--- src/rtl/systolic_skew_buffer.sv ---
// rtl/systolic_skew_buffer.sv - frame-aware per-lane skew/deskew delay stage for a systolic array edge
module systolic_skew_buffer #(
    parameter int WIDTH  = 8,
    parameter int LENGTH = 5
) (
    input  logic               CLK,
    input  logic               SYNC_RST,
    input  logic               EN,
    input  logic               MODE,
    input  logic               IN_VALID,
    input  logic               IN_LAST,
    output logic               IN_READY,
    input  logic [WIDTH-1:0]   Inputs  [0:LENGTH-1],
    output logic [WIDTH-1:0]   Outputs [0:LENGTH-1],
    output logic [LENGTH-1:0]  OUT_VALID,
    output logic               BUSY,
    output logic               FRAME_DONE
);

    localparam int CW = (LENGTH > 1) ? $clog2(LENGTH) : 1;
    localparam int NS = (LENGTH > 1) ? LENGTH - 1 : 1;

    localparam logic [CW-1:0] DRAIN_LOAD = CW'(LENGTH - 1);
    localparam logic [CW-1:0] CNT_ONE    = CW'(1);

    localparam logic [1:0] S_IDLE   = 2'd0;
    localparam logic [1:0] S_STREAM = 2'd1;
    localparam logic [1:0] S_DRAIN  = 2'd2;

    logic [1:0]    r_state;
    logic [CW-1:0] r_cnt;
    logic          r_mode;
    logic          r_frame_done;
    logic          w_accept;
    logic          w_mode;

    assign IN_READY   = SYNC_RST & EN & (r_state != S_DRAIN);
    assign w_accept   = IN_VALID & IN_READY;
    assign BUSY       = (r_state != S_IDLE);
    assign FRAME_DONE = r_frame_done;

    // The first row of a frame must already use the incoming MODE; lanes are empty in IDLE.
    assign w_mode = (r_state == S_IDLE) ? MODE : r_mode;

    always_ff @(posedge CLK) begin
        if (!SYNC_RST) begin
            r_state      <= S_IDLE;
            r_cnt        <= '0;
            r_mode       <= 1'b0;
            r_frame_done <= 1'b0;
        end else begin
            r_frame_done <= 1'b0;
            if (EN) begin
                case (r_state)
                    S_IDLE, S_STREAM: begin
                        if (w_accept) begin
                            if (r_state == S_IDLE) begin
                                r_mode <= MODE;
                            end
                            if (!IN_LAST) begin
                                r_state <= S_STREAM;
                            end else if (LENGTH == 1) begin
                                r_state      <= S_IDLE;
                                r_frame_done <= 1'b1;
                            end else begin
                                r_state <= S_DRAIN;
                                r_cnt   <= DRAIN_LOAD;
                            end
                        end
                    end
                    S_DRAIN: begin
                        r_cnt <= r_cnt - CNT_ONE;
                        if (r_cnt == CNT_ONE) begin
                            r_state      <= S_IDLE;
                            r_frame_done <= 1'b1;
                        end
                    end
                    default: r_state <= S_IDLE;
                endcase
            end
        end
    end

    for (genvar g = 0; g < LENGTH; g++) begin : g_lane
        localparam logic [CW-1:0] D_SKEW   = CW'(g);
        localparam logic [CW-1:0] D_DESKEW = CW'(LENGTH - 1 - g);

        logic [WIDTH-1:0] r_data [0:NS-1];
        logic [NS-1:0]    r_vld;
        logic [WIDTH-1:0] r_out;
        logic             r_out_vld;
        logic [WIDTH-1:0] w_in_data;
        logic             w_in_vld;
        logic [WIDTH-1:0] w_tap_data;
        logic             w_tap_vld;
        logic [CW-1:0]    w_delay;

        assign w_in_data = w_accept ? Inputs[g] : '0;
        assign w_in_vld  = w_accept;
        assign w_delay   = w_mode ? D_DESKEW : D_SKEW;

        // Tap d feeds the output register, so a delay of d costs d shift stages plus the output.
        always_comb begin
            w_tap_data = w_in_data;
            w_tap_vld  = w_in_vld;
            for (int j = 0; j < NS; j++) begin
                if (w_delay == CW'(j + 1)) begin
                    w_tap_data = r_data[j];
                    w_tap_vld  = r_vld[j];
                end
            end
        end

        always_ff @(posedge CLK) begin
            if (!SYNC_RST) begin
                for (int j = 0; j < NS; j++) begin
                    r_data[j] <= '0;
                end
                r_vld     <= '0;
                r_out     <= '0;
                r_out_vld <= 1'b0;
            end else if (EN) begin
                r_data[0] <= w_in_data;
                r_vld[0]  <= w_in_vld;
                for (int j = 1; j < NS; j++) begin
                    r_data[j] <= r_data[j-1];
                    r_vld[j]  <= r_vld[j-1];
                end
                r_out     <= w_tap_data;
                r_out_vld <= w_tap_vld;
            end
        end

        assign Outputs[g]   = r_out;
        assign OUT_VALID[g] = r_out_vld;
    end

endmodule
--- config.mk ---
export PLATFORM = sky130hd
export DESIGN_NAME = systolic_skew_buffer
export DESIGN_NICKNAME = d
export VERILOG_FILES = /design/src/rtl/systolic_skew_buffer.sv
export SDC_FILE = /design/constraint.sdc
export NUM_CORES = 1
export LEC_CHECK = 0
export CORE_UTILIZATION = 40
export DETAILED_ROUTE_END_ITERATION = 16
export PLACE_DENSITY_LB_ADDON = 0.1
export SLEW_MARGIN = 20
export SYNTH_ARGS = -nofsm -noshare
export SYNTH_HDL_FRONTEND = slang
export SYNTH_SLANG_ARGS = --single-unit
--- constraint.sdc ---
create_clock -name CLK -period 4.8 [get_ports CLK]
set_input_delay 0.72 -clock CLK [delete_from_list [all_inputs] [get_ports CLK]]
set_output_delay 0.72 -clock CLK [all_outputs]
set_load 0.05 [all_outputs]
==> metrics.txt <==
# Max-Cap Violations=0; WL/cell=16.51 µm; post_cts resized=0; worst slack at placement=1.786 ns; Final GP Congestion=0.6853; hold slack final=0.4618 ns; Syn Nets=621; synthesized area=7199 µm²; TritonCTS Buffers=17; Mapped Cells=573; required time of the worst setup path=4.08 ns; clk_lat worst skew=0.43 ns; vias in the first global route=4417; CP cell instances=buf_4 > nand2_1 > nor2_1 > clkdlybuf4s50_1; Power Dens Cells=400.1 nW/µm²; hpwl dp=7.841 mm; fin. max-slew vios=0; setup TNS=0 ns; clk root buf=clkbuf_16; DRC Markers=0; power share of the sequential group=52.0%; Seq/Total Area, Yosys=68.68%; CTS Sinks=183; Netlist cell types=32; TritonCTS clock tree=done; I/O Buffers=93; nets=683; unrepaired setup endpoints after global routing=false; Clock power frac=38.4%; Lkg Pwr=0.003475 µW; final hold violation count=0; ant diodes=0; Via density=5.166; Total GRT Usage=16.62%; Max stage delay on crit path=0.81 ns; Worst Path Arrival=2.29 ns; Final setup viols=0; total setup buffers inserted after CTS=0; Setup Skew=0.02051 ns; switching share of power=23.40%; Slew @ Worst Pin=1.047 ns; first-pass GRT wire length=23.41 mm; Fillers=1560; #FFs+latches synth=183; grt ovf=0; Int Power=2673 µW; Die ar.=18540 µm²; Hold Crit Class=reg -> reg; Total Power=3490 µW; critical path peak fanout=55; Starting Density=41.34%; Final ANT Viol Nets=0; final worst path period share=62.66%; CP endpoint kind=output pin; hold-fix buffers at CTS=0; H-Tree Depth=4; startpoint type of the worst setup path=input pin; warnings from Yosys=0; peak supply drop=0.2586 mV; CP max-delay cell=clkdlybuf4s50_1; crit path time final=3.008 ns; Setup CP Type=in -> out; DR pass1 iterations=5; outcome=completed; Routed WL=14.41 mm; core area=17420 µm²; Net Sw Power=816.7 µW; P&R area growth vs syn=21.13%; Setup WS post-layout=1.792 ns; Vias=4510; fmax=332.5 MHz; Initial DRC Count=397; # rows=48; die width=136.2 µm; Mean Syn Cell Area=12.56 µm²; I/O pin total=94; clk slew on worst S/H paths=0.06 ns; Gate power share=9.5%; Die H=136.2 µm; Max Root-Sink Buffers=2; Slew Limit Headroom=30.22%; largest net degree at the start of global routing=127; layout cells sized above 1=6.481%; antenna violations before repair=0
==> worst max-delay path, delay by kind of cell <==
family	cells	cell delay, ns
simple gates	2	0.31
buf+inv	2	1.22
==> cell families after synthesis <==
logic type | Yosys count | synth area share [%]
muxes | 13 | 1.999
AOI/OAI and AO/OA | 83 | 6.674
DFF | 183 | 68.68
buffers and inverters | 60 | 4.432
and+or+nand+nor | 231 | 17.74
xor gates and xnor gates | 1 | 0.1217
adders and majority gates | 2 | 0.3475
==> synthesized netlist by cell type <==
library cell | instances | area share (%)
and2_1 | 41 | 3.6
nand3_1 | 17 | 1.2
and3_1 | 88 | 7.6
nor3_1 | 1 | 0.069
inv_1 | 5 | 0.26
nand2_1 | 61 | 3.2
edfxtp_1 | 128 | 53
xor2_1 | 1 | 0.12
o21ai_0 | 39 | 2.7
clkbuf_1 | 37 | 1.9
a21bo_2 | 1 | 0.14
buf_2 | 3 | 0.21
nor2b_1 | 13 | 1.1
a21oi_1 | 3 | 0.21
o21bai_1 | 1 | 0.10
mux2i_1 | 11 | 1.5
o221a_2 | 1 | 0.16
buf_4 | 6 | 0.63
mux2i_4 | 1 | 0.31
o32ai_1 | 1 | 0.12
ha_1 | 2 | 0.35
a21boi_0 | 1 | 0.10
mux2_2 | 1 | 0.16
nor2_1 | 3 | 0.16
nor3b_1 | 1 | 0.10
nor3b_2 | 1 | 0.17
nand2b_1 | 3 | 0.26
buf_6 | 9 | 1.4
a31oi_1 | 36 | 3.1
dfxtp_1 | 55 | 15
and4_1 | 1 | 0.12
nor2_4 | 1 | 0.16
==> power by group through the flow <==
stage,clock [µW],sequential (µW),combinational (µW)
4_1_cts,1380,1820,338
6_report,1340,1820,333
3_5_place_dp,0,1850,337
2_1_floorplan,0,1920,153
3_3_place_gp,0,1850,332
5_1_grt,1440,1830,361
==> layer usage <==
layer / up-vias / global-route usage [%] / wire, µm
li1: 2183 / - / -
met1: 2237 / 23.43 / 7010
met2: 81 / 25.21 / 6854
met3: 9 / 3.505 / 447
met4: 0 / 5.926 / 96
met5: - / 0 / 0
==> worst paths after layout <==
path | from | depth (start not counted) | slack, ns | to
worst max-delay path | EN | 4 | 1.79 | IN_READY
worst min-delay path | r_cnt[0]$_SDFFE_PN0P_ | 1 | 0.46 | r_cnt[0]$_SDFFE_PN0P_
worst max register to register | r_state[1]$_SDFFE_PN0P_ | 5 | 2.84 | g_lane[0].r_out[1]$_SDFFE_PN0P_
worst min register to register | r_cnt[0]$_SDFFE_PN0P_ | 1 | 0.46 | r_cnt[0]$_SDFFE_PN0P_
==> sequential cells by signal, summed over array words and instances, names as in the netlist <==
| register | count |
|---|---|
| FRAME_DONE | 1 |
| g_lane.r_data | 128 |
| g_lane.r_out | 40 |
| g_lane.r_out_vld | 4 |
| g_lane.r_vld | 4 |
| r_cnt | 3 |
| r_mode | 1 |
| r_state | 2 |
==> cells in the final DEF (no fill, tap or decap), drive strengths merged, types with 13 or more instances in the layout <==
cell,n
o21ai,39
a31oi,36
dfxtp,55
edfxtp,128
nand3,17
nor2b,13
and3,88
clkdlybuf4s50,91
and2,41
clkbuf,25
nand2,61
==> metrics by stage <==
step	util, %	instance area (µm²)	std cells
after global routing	50.07	8721	873
after detailed placement	46.81	8153	841
after floorplan	-	7199	573
after CTS	50.06	8720	873
after global placement	46.81	8153	841
final	50.07	8721	873
==> area by class of cell <==
cell class	instances	area (µm²)	area share, %
Multi-Input combinational cell	330	1946	22.31
Clock inverter	7	70.07	0.8034
Timing Repair Buffer	98	963.4	11.05
Tap cell	225	281.5	3.228
Clock buffer	25	496.7	5.696
Inverter	5	18.77	0.2152
Sequential cell	183	4945	56.70
(Power assumes the default switching activity.)
